$ cat src/rtl/arb_pkg.sv
// Shared types for the 2-way arbiter and its requester-side clients.
package arb_pkg;
  localparam int ARB_N = 2;

  typedef logic [ARB_N-1:0] arb_vec_t;

  typedef enum logic [1:0] {
    IDLE    = 2'd0,
    REQ     = 2'd1,
    OWN     = 2'd2,
    RELEASE = 2'd3
  } client_state_e;
endpackage

$ cat src/rtl/arb_job_fifo.sv
// Small job queue. There is no bypass path, so a pushed entry reaches
// dout one cycle after the push. A push when full or a pop when empty is
// ignored.
module arb_job_fifo #(
  parameter int DEPTH = 4,
  parameter int W     = 4
) (
  input  logic         clk,
  input  logic         reset,
  input  logic         push,
  input  logic         pop,
  input  logic [W-1:0] din,
  output logic [W-1:0] dout,
  output logic         full,
  output logic         empty
);
  localparam int AW = $clog2(DEPTH);
  localparam logic [AW:0] FULL_CNT = (AW+1)'(DEPTH);

  logic [W-1:0]  mem_q [DEPTH];
  logic [AW-1:0] wr_q, rd_q;
  logic [AW:0]   cnt_q;
  logic          do_push, do_pop;

  assign full    = (cnt_q == FULL_CNT);
  assign empty   = (cnt_q == '0);
  assign do_push = push && !full;
  assign do_pop  = pop && !empty;
  assign dout    = mem_q[rd_q];

  // Storage holds no state that matters after reset, so it is left unreset.
  always_ff @(posedge clk) begin
    if (do_push) mem_q[wr_q] <= din;
  end

  // Pointers and occupancy; the pointers wrap naturally because DEPTH is a power of 2.
  always_ff @(posedge clk or posedge reset) begin
    if (reset) begin
      wr_q  <= '0;
      rd_q  <= '0;
      cnt_q <= '0;
    end else begin
      if (do_push) wr_q <= wr_q + 1'b1;
      if (do_pop)  rd_q <= rd_q + 1'b1;
      case ({do_push, do_pop})
        2'b10:   cnt_q <= cnt_q + 1'b1;
        2'b01:   cnt_q <= cnt_q - 1'b1;
        default: ;
      endcase
    end
  end
endmodule

$ cat src/rtl/arb_client.sv
// Requester-side agent: queues ownership jobs, requests the bus, and holds it
// for job_len+1 beats. It handles grant loss (preemption) and a bounded
// wait for grant (timeout).
module arb_client
  import arb_pkg::*;
#(
  parameter int CLIENT_ID  = 0,
  parameter int FIFO_DEPTH = 4,
  parameter int LEN_W      = 4,
  parameter int TIMEOUT    = 15
) (
  input  logic             clk,
  input  logic             reset,
  input  logic             job_valid,
  input  logic [LEN_W-1:0] job_len,
  output logic             job_ready,
  input  arb_vec_t         grant,
  output arb_vec_t         request,
  output logic             owned,
  output logic             done,
  output logic             timeout_err,
  output logic             preempted
);
  localparam int WAIT_W = $clog2(TIMEOUT + 1);
  localparam logic [WAIT_W-1:0] WAIT_LAST = WAIT_W'(TIMEOUT - 1);

  client_state_e     state_q, state_d;
  logic [LEN_W-1:0]  beats_q, beats_d;
  logic [WAIT_W-1:0] wait_q, wait_d;
  logic              req_q, req_d;
  logic              owned_q, owned_d;
  logic              done_q, done_d;
  logic              tmo_q, tmo_d;
  logic              pre_q, pre_d;
  logic              alive_q;

  logic              q_full, q_empty, q_pop;
  logic [LEN_W-1:0]  q_dout;
  logic              my_grant;
  logic              grant_unused;

  assign my_grant     = grant[CLIENT_ID];
  assign grant_unused = ^grant;

  // alive_q keeps job_ready low while reset is held and for the reset cycle itself.
  assign job_ready = alive_q && !q_full;

  arb_job_fifo #(.DEPTH(FIFO_DEPTH), .W(LEN_W)) u_fifo (
    .clk   (clk),
    .reset (reset),
    .push  (job_valid && job_ready),
    .pop   (q_pop),
    .din   (job_len),
    .dout  (q_dout),
    .full  (q_full),
    .empty (q_empty)
  );

  // Next state: the grant check comes before the timeout or beat checks, so a grant on the last wait cycle wins.
  always_comb begin
    state_d = state_q;
    beats_d = beats_q;
    wait_d  = wait_q;
    req_d   = req_q;
    owned_d = owned_q;
    done_d  = 1'b0;
    tmo_d   = 1'b0;
    pre_d   = 1'b0;
    q_pop   = 1'b0;
    case (state_q)
      IDLE: begin
        if (!q_empty) begin
          q_pop   = 1'b1;
          beats_d = q_dout;
          wait_d  = '0;
          req_d   = 1'b1;
          state_d = REQ;
        end
      end
      REQ: begin
        if (my_grant) begin
          owned_d = 1'b1;
          state_d = OWN;
        end else if (wait_q == WAIT_LAST) begin
          req_d   = 1'b0;
          tmo_d   = 1'b1;
          state_d = IDLE;
        end else begin
          wait_d = wait_q + 1'b1;
        end
      end
      OWN: begin
        if (!my_grant) begin
          // Keep the remaining beats; the request stays up to win the bus back.
          pre_d   = 1'b1;
          owned_d = 1'b0;
          wait_d  = '0;
          state_d = REQ;
        end else if (beats_q == '0) begin
          req_d   = 1'b0;
          owned_d = 1'b0;
          state_d = RELEASE;
        end else begin
          beats_d = beats_q - 1'b1;
        end
      end
      RELEASE: begin
        if (!my_grant) begin
          done_d  = 1'b1;
          state_d = IDLE;
        end
      end
      default: state_d = IDLE;
    endcase
  end

  // State, counter and output registers; reset drops any job in flight.
  always_ff @(posedge clk or posedge reset) begin
    if (reset) begin
      state_q <= IDLE;
      beats_q <= '0;
      wait_q  <= '0;
      req_q   <= 1'b0;
      owned_q <= 1'b0;
      done_q  <= 1'b0;
      tmo_q   <= 1'b0;
      pre_q   <= 1'b0;
      alive_q <= 1'b0;
    end else begin
      state_q <= state_d;
      beats_q <= beats_d;
      wait_q  <= wait_d;
      req_q   <= req_d;
      owned_q <= owned_d;
      done_q  <= done_d;
      tmo_q   <= tmo_d;
      pre_q   <= pre_d;
      alive_q <= 1'b1;
    end
  end

  // Only this client's bit of the request vector is ever driven.
  always_comb begin
    request            = '0;
    request[CLIENT_ID] = req_q;
  end

  assign owned       = owned_q;
  assign done        = done_q;
  assign timeout_err = tmo_q;
  assign preempted   = pre_q;
endmodule

$ cat config.mk
export PLATFORM = sky130hd
export DESIGN_NAME = arb_client
export DESIGN_NICKNAME = d
export VERILOG_FILES = /design/src/rtl/arb_pkg.sv /design/src/rtl/arb_job_fifo.sv /design/src/rtl/arb_client.sv
export SDC_FILE = /design/constraint.sdc
export NUM_CORES = 1
export LEC_CHECK = 0
export ABC_AREA = 1
export BUFFER_PORTS_ARGS = -buffer_cell sky130_fd_sc_hd__clkbuf_2
export CELL_PAD_IN_SITES_DETAIL_PLACEMENT = 1
export CELL_PAD_IN_SITES_GLOBAL_PLACEMENT = 1
export CORE_MARGIN = 1
export CORE_UTILIZATION = 41
export DETAILED_ROUTE_END_ITERATION = 10
export GPL_ROUTABILITY_DRIVEN = 0
export PLACE_DENSITY_LB_ADDON = 0.1
export SYNTH_ARGS = -nofsm -noshare
export SYNTH_HDL_FRONTEND = slang
export SYNTH_HIERARCHICAL = 1
export SYNTH_SLANG_ARGS = --single-unit
$ cat constraint.sdc
create_clock -name clk -period 2.15 [get_ports clk]
set_clock_uncertainty 0.15 [all_clocks]
set_input_delay 0.1075 -clock clk [delete_from_list [all_inputs] [get_ports clk]]
set_output_delay 0.1075 -clock clk [all_outputs]
set_load 0.1 [all_outputs]
* Word-level counts from Yosys, hierarchy flattened *
Memory sizes are Yosys's and may differ from the RTL's.
Cells that the tools add are included.
Widths: inputs -> output; s select.

word-level totals
  output and inout bits = 7
  memories = 1
  RAM bits = 16
  input bits = 9
  bits in registers = 23

cells by class
  reductions and logical operators = 18
  add/subtract/negate cells = 6
  eq/ne operators = 19
  mux-type cells = 36

memory list
  memory        words  bits a word  read ports  clocked after memory_dff  write ports  RTL line            RTL
  u_fifo.mem_q  4      4            1           0                         1            arb_job_fifo.sv:20  logic [W-1:0] mem_q [DEPTH];

operator list
  cell                 number
  $mux 4               7
  $ne 2x2->1 const B   10
  $mux 1               17
  $mux 2               6
  $pmux 4 s3           1
  $pmux 2 s4           1
  $pmux 4 s2           1
  $reduce_and 4->1     2
  $eq 2x2->1 const B   3
  $ne 3x3->1 const B   2
  $pmux 3 s2           1
  $reduce_and 6->1     1
  $reduce_bool 2->1    3
  $reduce_and 5->1     1
  $add 2x1->2 const B  2
  $add 4x1->4 const B  1
  $eq 2x1->1 const B   2
  $eq 4x4->1 const B   1
  $logic_and 1x1->1    4
  $logic_not 4->1      1
  $sub 4x1->4 const B  1
  $add 3x1->3 const B  1
  $eq 3x3->1 const B   1
  $logic_not 3->1      1
  other kinds (7)      8

* Logic depth before layout (Yosys ltp) *
Gate-level depths: netlist (run 1).

  depth after elaboration = 7
  depth in mapped cells = 14
  gate-level depth less buffers = 14

* Hierarchy *
The synthesis (run 1) kept the hierarchy.

by module, submodules not included
  module        sequential area each (µm²)  area an instance (µm²)  times used  cells each
  arb_job_fifo  655.6                       1107.3                  1           108
  arb_client    400.4                       1079.8                  1           139

* Least setup slack after synthesis (run 1) *
No wires, ideal clock.

  path type = flip-flop to flip-flop
  start = register u_fifo.cnt_q[0]
  end = register u_fifo.cnt_q[1]
  slack = -0.033 ns
  buffers on the path = 0
  cell stages (with the launch flop) = 10
  arrival = 1.950 ns
  data required time = 1.917 ns
  path through = dfrtp_1 inv_1 nand3_2 inv_1 nor3b_1 nand2_4 ha_1 inv_1 fa_1 o21ai_0

on the way
  word-level cells in the longest chain between the ends = 7

ends and longest elaborated chain
  item                                                    RTL line                              RTL
  from (decl)                                             arb_job_fifo.sv:22                    logic [AW:0] cnt_q;
  from (signal assigned)                                  arb_job_fifo.sv:46                    2'b10: cnt_q <= cnt_q + 1'b1;
  from (signal assigned)                                  arb_job_fifo.sv:47                    2'b01: cnt_q <= cnt_q - 1'b1;
  $eq 3x3->1 (*)                                          arb_job_fifo.sv:25                    assign full = (cnt_q == FULL_CNT);
  net q_full                                              arb_client.sv:37                      logic q_full, q_empty, q_pop;
  $logic_not 1->1 (*)                                     arb_job_fifo.sv:27, arb_client.sv:46
  $logic_and 1x1->1                                       arb_client.sv:46                      assign job_ready = alive_q && !q_full;
  $logic_and 1x1->1                                       arb_client.sv:51                      .push (job_valid && job_ready),
  $logic_and 1x1->1 (*)                                   arb_job_fifo.sv:27                    assign do_push = push && !full;
  $eq 2x1->1 / $eq 2x2->1 (equally long branches)         arb_job_fifo.sv:45                    case ({do_push, do_pop})
  $pmux 3 s2 / $reduce_bool 2->1 (equally long branches)  -

The timed path passes the listed nets; every way through them passes the cells marked *.
A chain may end at the register's enable or synchronous reset.

* Final worst setup path (run 1) *
  start = register state_q[1]
  end = register u_fifo.cnt_q[2]

on the way
  word-level cells in the longest chain between the ends = 5

ends and longest elaborated chain
  item                                                    RTL line            RTL
  from (decl)                                             arb_client.sv:27    client_state_e state_q, state_d;
  from (signal assigned)                                  arb_client.sv:130   state_q <= state_d;
  $logic_not 2->1 (*)                                     arb_client.sv:70    case (state_q)
  $mux 1 (*)                                              arb_client.sv:70
  net q_pop                                               arb_client.sv:37
  $logic_and 1x1->1 (*)                                   arb_job_fifo.sv:28  assign do_pop = pop && !empty;
  net u_fifo.do_pop                                       arb_job_fifo.sv:23  logic do_push, do_pop;
  $eq 2x1->1 / $eq 2x2->1 (equally long branches)         arb_job_fifo.sv:45
  $pmux 3 s2 / $reduce_bool 2->1 (equally long branches)  -

Marked as above.

==> impl_metrics.json, run 1 <==
{
  "syn_nets": 273,
  "slew_headroom_pct": 55.82,
  "hold_violations": 0,
  "ys_ff_latch": 39,
  "rows": 26,
  "synth_cells": 247,
  "r2r_slack_ps": 170,
  "numPortBuffers": 13,
  "drt_wl_total_um": 4403,
  "synth_warnings": 6,
  "synth_cell_types": 28,
  "final_cells": 351,
  "rsz0062_at_grt": "no",
  "fillCellCount": 629,
  "clock_path_buffers": 2,
  "r2r_end": "u_fifo/cnt_q[2]$_DFFE_PP0P_",
  "arrival_ps": 2030,
  "drv_slew": 0,
  "synth-edff-count": 16,
  "hp-class": "input port to asynchronous set/reset pin",
  "clk_pin_slew_worst_paths_ps": 80,
  "synth_area_um2": 2187,
  "fin_setup_tns_ps": 0,
  "multi_input_area_um2": 947.2,
  "p_leak_uw": 0.001320,
  "num_io_pins": 16,
  "worst-setup-path-type": "flop to flop",
  "synth.most_common_cell": "nand2_1",
  "vias_per_cell": 4.715,
  "drtPass1Iterations": 4,
  "status": "finished clean",
  "total_power_uw": 3815,
  "seqCellArea_um2": 1056,
  "overflow": 0,
  "root_buffer": "clkbuf_8",
  "antenna_found_initial": 0,
  "vdd_drop_max_uv": 726.8,
  "placed_area_um2": 2379,
  "cp.buffers_inverters": 4,
  "synthTopCellsByArea": "dfrtp_1 26%, edfxtp_1 22%, nand2_1 11%",
  "final_util_pct": 50.71,
  "worstSetupEndpointType": "flop",
  "ant_nets": 0,
  "place_inst": 335,
  "crit_fanout": 2,
  "core-area_um2": 5107,
  "worst_pin_slew_ps": 661.9,
  "grt_pass1_wl_um": 7548,
  "synth_common_cells": "66 x nand2_1, 46 x inv_1, 23 x dfrtp_1",
  "synth_flop_cell": "dfrtp_1",
  "clkSinkCount": 39,
  "wl_per_cell_um": 12.54,
  "cpPeakStageDelay_ps": 390,
  "diodes": 0,
  "cp_top_family": "adder cells",
  "setup_viol": 0,
  "die_area_um2": 5630,
  "fin_nets": 306,
  "fmax_mhz": 504.7,
  "drc_errors": 0,
  "syn2layout_area_growth_pct": 18.42,
  "synth_top_area_share_pct": 26.32,
  "grt_max_degree": 18,
  "initial_core_util_pct": 42.82,
  "clk_latency_ps": 290,
  "synth.avg_cell_area_um2": 8.855,
  "cts_buffers": 5,
  "design_area_um2": 2590,
  "drt_iter0_drc": 62,
  "fin_crit_ps": 1982,
  "p_per_area_nw_per_um2": 1473,
  "htreeDepth": 2,
  "cp.required_ps": 2200,
  "seq_area_frac_synth_pct": 48.28,
  "hpwl_um": 3329,
  "start_kind": "flop",
  "async_flop_share_pct": 58.97,
  "post-route-period-util_pct": 92.17,
  "cts_tree": "built",
  "grt_use_total_pct": 18.24,
  "synth_area_leader_cell": "dfrtp_1",
  "rr_worst_depth": 13,
  "die_w_um": 75.04,
  "r2r_start": "state_q[1]$_DFFE_PP0P_",
  "slowest_stage": "dfrtp_1",
  "num_vias": 1655,
  "cap_violations": 0,
  "die_y_um": 75.04,
  "grt_pass1_vias": 1658,
  "crit_top_cell": "nand2_1",
  "crit_chain": "inv_2 > ha_4 > inv_1 > nor2_2 > nand2_1 > inv_1 > ha_2 > inv_2 > fa_2 > nand2_2 > nand3_1 > nand2_1 > nand2_1",
  "drive_above_1_share_pct": 20.28
}
-- layout by cell type, fill, tap and decap left out, types with 2 or more instances in the layout --
| cell | instances |
|---|---|
| o21ai_1 | 2 |
| nand2_4 | 2 |
| ha_1 | 14 |
| clkbuf_8 | 5 |
| clkbuf_2 | 13 |
| dlygate4sd3_1 | 6 |
| inv_1 | 40 |
| dfrtp_1 | 23 |
| o211ai_1 | 8 |
| nand2_1 | 65 |
| buf_4 | 11 |
| nand3_2 | 3 |
| inv_2 | 9 |
| nand4_1 | 6 |
| or2_2 | 2 |
| o21ai_0 | 10 |
| conb_1 | 2 |
| edfxtp_1 | 16 |
| nor2_1 | 13 |
| nor2_2 | 2 |
| nand3_1 | 14 |
-- area by class of cell --
cell class / instances / area share, %
Sequential cell: 39 / 40.77
Multi-Input combinational cell: 155 / 36.57
Timing Repair Buffer: 30 / 8.019
Inverter: 49 / 7.101
Tap cell: 70 / 3.382
Clock buffer: 5 / 2.657
Clock inverter: 3 / 1.498
-- worst max-delay path by stage --
| stage | from | endpoint | slack [ps] | depth (start not counted) |
|---|---|---|---|---|
| floorplan | u_fifo/cnt_q[0]$_DFFE_PP0P_ | job_ready | 20 | 4 |
| global placement | state_q[0]$_DFFE_PP0P_ | u_fifo/cnt_q[2]$_DFFE_PP0P_ | 100 | 13 |
| detailed placement | state_q[0]$_DFFE_PP0P_ | u_fifo/cnt_q[2]$_DFFE_PP0P_ | 60 | 13 |
| CTS | state_q[0]$_DFFE_PP0P_ | u_fifo/cnt_q[2]$_DFFE_PP0P_ | 40 | 13 |
| global route | state_q[1]$_DFFE_PP0P_ | u_fifo/cnt_q[2]$_DFFE_PP0P_ | 7 | 13 |
| finish | state_q[1]$_DFFE_PP0P_ | u_fifo/cnt_q[2]$_DFFE_PP0P_ | 170 | 13 |
-- worst reg2reg max path: stages (launching register included) --
cell     delay (ps)
dfrtp_1         390
inv_2            90
ha_4            130
inv_1            50
nor2_2           90
nand2_1          80
inv_1            60
ha_2            170
inv_2            50
fa_2            360
nand2_2          90
nand3_1          70
nand2_1          60
nand2_1          40
-- stage by stage --
stage          setup WS, ps  hold WS (ps)
6_report              168.4         134.6
3_3_place_gp          98.48        -82.88
2_1_floorplan         20.13        -239.1
5_1_grt               7.478         175.8
3_5_place_dp          60.83        -84.20
4_1_cts               42.57         143.3
-- flip-flops by register name, summed over array words and instances, names as in the netlist, 2 cells and up --
signal and cells:
u_fifo/mem_q 16, u_fifo/cnt_q 3, u_fifo/wr_q 2, wait_q 4, u_fifo/rd_q 2, beats_q 4, state_q 2
-- what timing repair did --
action                                 4_1_cts  5_1_grt
resized for setup                            0       14
setup endpoints to repair                    0        2
hold buffers                                 6        0
endpoints found under the hold margin       41        0
buffers inserted                             0        2
-- cells by family after synthesis --
group	count (synthesis)	synth area share, %
compound gates	22	6.064
xor+xnor	2	0.8011
fa+ha+maj	17	10.07
other cells	2	0.3434
simple gates	112	24.49
buf+inv	53	9.954
flops	39	48.28
-- metal layers --
metal | global-route usage (%) | up-vias | wire [µm]
li1 | - | 843 | -
met1 | 24.83 | 788 | 2172
met2 | 28.23 | 18 | 2050
met3 | 4.819 | 6 | 114
met4 | 6.289 | 0 | 65
met5 | 0 | - | 0
-- power by group --
part	total, µW	switching (µW)	internal [µW]
Clock	605	265	340
Sequential	1140	154	987
Combinational	2070	1290	776
Total	3820	1710	2100
Power figures use the tool's default switching activity.
==> inputs of run 2 (changes only) <==
CORE_UTILIZATION = 43   (was 41)
CTS_BUF_LIST = sky130_fd_sc_hd__clkbuf_8   (was unset)
==> run 2 against run 1 <==
Combinational power rose by 5%; die area decreased by 4.5%; hold slack better by 11 ps; critical path depth down 4; register-to-register slack worse by 80 ps; non-clock buffer count grew 3; utilization is 3.3 points higher; highest routed layer unchanged.
==> impl_metrics.json, run 2 (synthesis results as in run 1) <==
{
  "drv_slew": 0,
  "rows": 25,
  "hp-class": "input port to asynchronous set/reset pin",
  "drtPass1Iterations": 4,
  "slew_headroom_pct": 57.98,
  "start_kind": "flop",
  "antenna_found_initial": 0,
  "drt_iter0_drc": 57,
  "worst-setup-path-type": "flop to flop",
  "setup_viol": 0,
  "wl_per_cell_um": 12.66,
  "place_inst": 332,
  "root_buffer": "clkbuf_8",
  "final_util_pct": 53.97,
  "final_cell_mix": "63 x nand2_1, 40 x inv_1, 23 x dfrtp_1, 16 x edfxtp_1",
  "drt_wl_total_um": 4445,
  "overflow": 0,
  "grt_pass1_wl_um": 7672,
  "p_per_area_nw_per_um2": 1458,
  "grt_max_degree": 18,
  "regMostFlops": "u_fifo/mem_q",
  "hpwl_um": 3337,
  "hold_violations": 0,
  "p_leak_uw": 0.001320,
  "layout_commonest_cell": "nand2_1",
  "initial_core_util_pct": 45.40,
  "fin_ws_ps": 89.59,
  "post-route-period-util_pct": 95.83,
  "drc_errors": 0,
  "die_y_um": 73.32,
  "clock_path_buffers": 2,
  "largest_reg_flops": 16,
  "status": "finished clean",
  "reg_top3": "u_fifo/mem_q: 16 flops, beats_q: 4 flops, wait_q: 4 flops",
  "htreeDepth": 2,
  "cts_tree": "built",
  "ant_nets": 0,
  "diodes": 0,
  "crit_fanout": 3,
  "cp.required_ps": 2210,
  "clk_latency_ps": 290,
  "arrival_ps": 2120,
  "num_io_pins": 16,
  "grt_use_total_pct": 19.10,
  "vdd_drop_max_uv": 831.3,
  "fin_nets": 309,
  "cap_violations": 0,
  "syn2layout_area_growth_pct": 18.88,
  "core-area_um2": 4817,
  "worstSetupEndpointType": "flop",
  "final_cells": 351,
  "die_area_um2": 5376,
  "fin_crit_ps": 2060,
  "drive_above_1_share_pct": 21.48,
  "clk_pin_slew_worst_paths_ps": 70,
  "fmax_mhz": 485.3,
  "num_vias": 1661,
  "vias_per_cell": 4.732,
  "clkSinkCount": 39,
  "die_w_um": 73.32,
  "place_ws_ps": -53.79,
  "grt_pass1_vias": 1680,
  "worst_pin_slew_ps": 629.6,
  "numPortBuffers": 13,
  "cts_buffers": 5
}
-- run 2: through the flow --
step / instance area, µm² / power (µW) / setup TNS, ps / hold WS (ps)
2_1_floorplan: 2192 / 2638 / 0 / -239.1
3_3_place_gp: 2375 / 3044 / 0 / -88.51
3_5_place_dp: 2375 / 3119 / -53.79 / -79.87
4_1_cts: 2531 / 3657 / 0 / 138.9
5_1_grt: 2600 / 4205 / -68.86 / 181.3
6_report: 2600 / 3791 / 0 / 145.5
-- run 2: path summary, 6_finish.rpt --
path	cells past startpoint	slack, ps	start	to
max in group asynchronous	3	1160	reset	wait_q[3]$_DFFE_PP0P_
setup / recovery	9	90	u_fifo/cnt_q[2]$_DFFE_PP0P_	u_fifo/cnt_q[1]$_DFFE_PP0P_
hold reg to reg	2	330	req_q$_DFFE_PP0P_	req_q$_DFFE_PP0P_
hold / removal	3	150	reset	u_fifo/cnt_q[0]$_DFFE_PP0P_
setup reg to reg	9	90	u_fifo/cnt_q[2]$_DFFE_PP0P_	u_fifo/cnt_q[1]$_DFFE_PP0P_
min in group clk	5	220	job_valid	u_fifo/cnt_q[0]$_DFFE_PP0P_
-- run 2: cell type report --
class / count / area, µm²
clock buffer: 5 / 68.82
clock inverter: 3 / 15.01
fill: 603 / 2217
inverter: 49 / 183.9
multi-input combinational: 155 / 962.2
sequential: 39 / 1056
tap: 67 / 83.83
timing repair buffer: 33 / 230.2
-- run 2: critical path, stage by stage, from the launching register on --
cell and delay, ps:
dfrtp_1 400, buf_4 150, nand3_2 70, inv_1 70, nor3b_4 240, nand2_4 90, ha_4 160, inv_2 80
fa_2 420, o21ai_0 150
-- run 2: repair_timing --
action,CTS,global route
pin swaps,1,6
hold endpoints to repair,41,0
buffers inserted,1,4
gates resized for setup,2,14
setup endpoints to repair,1,2
hold buffers,6,0
-- run 2: per-layer routing --
metal  GRT usage (%)  wire length (µm)  vias to the layer above
met1           25.46              2103                      789
met3           4.527               100                        6
met5               0                 0                        -
met4           7.051                69                        0
met2           30.35              2173                       18
li1                -                 -                      848
-- run 2: report_power, final --
part	internal, µW	total [µW]	switching (µW)
combinational	842	2170	1330
sequential	988	1140	152
clock	220	477	257
total	2050	3790	1740
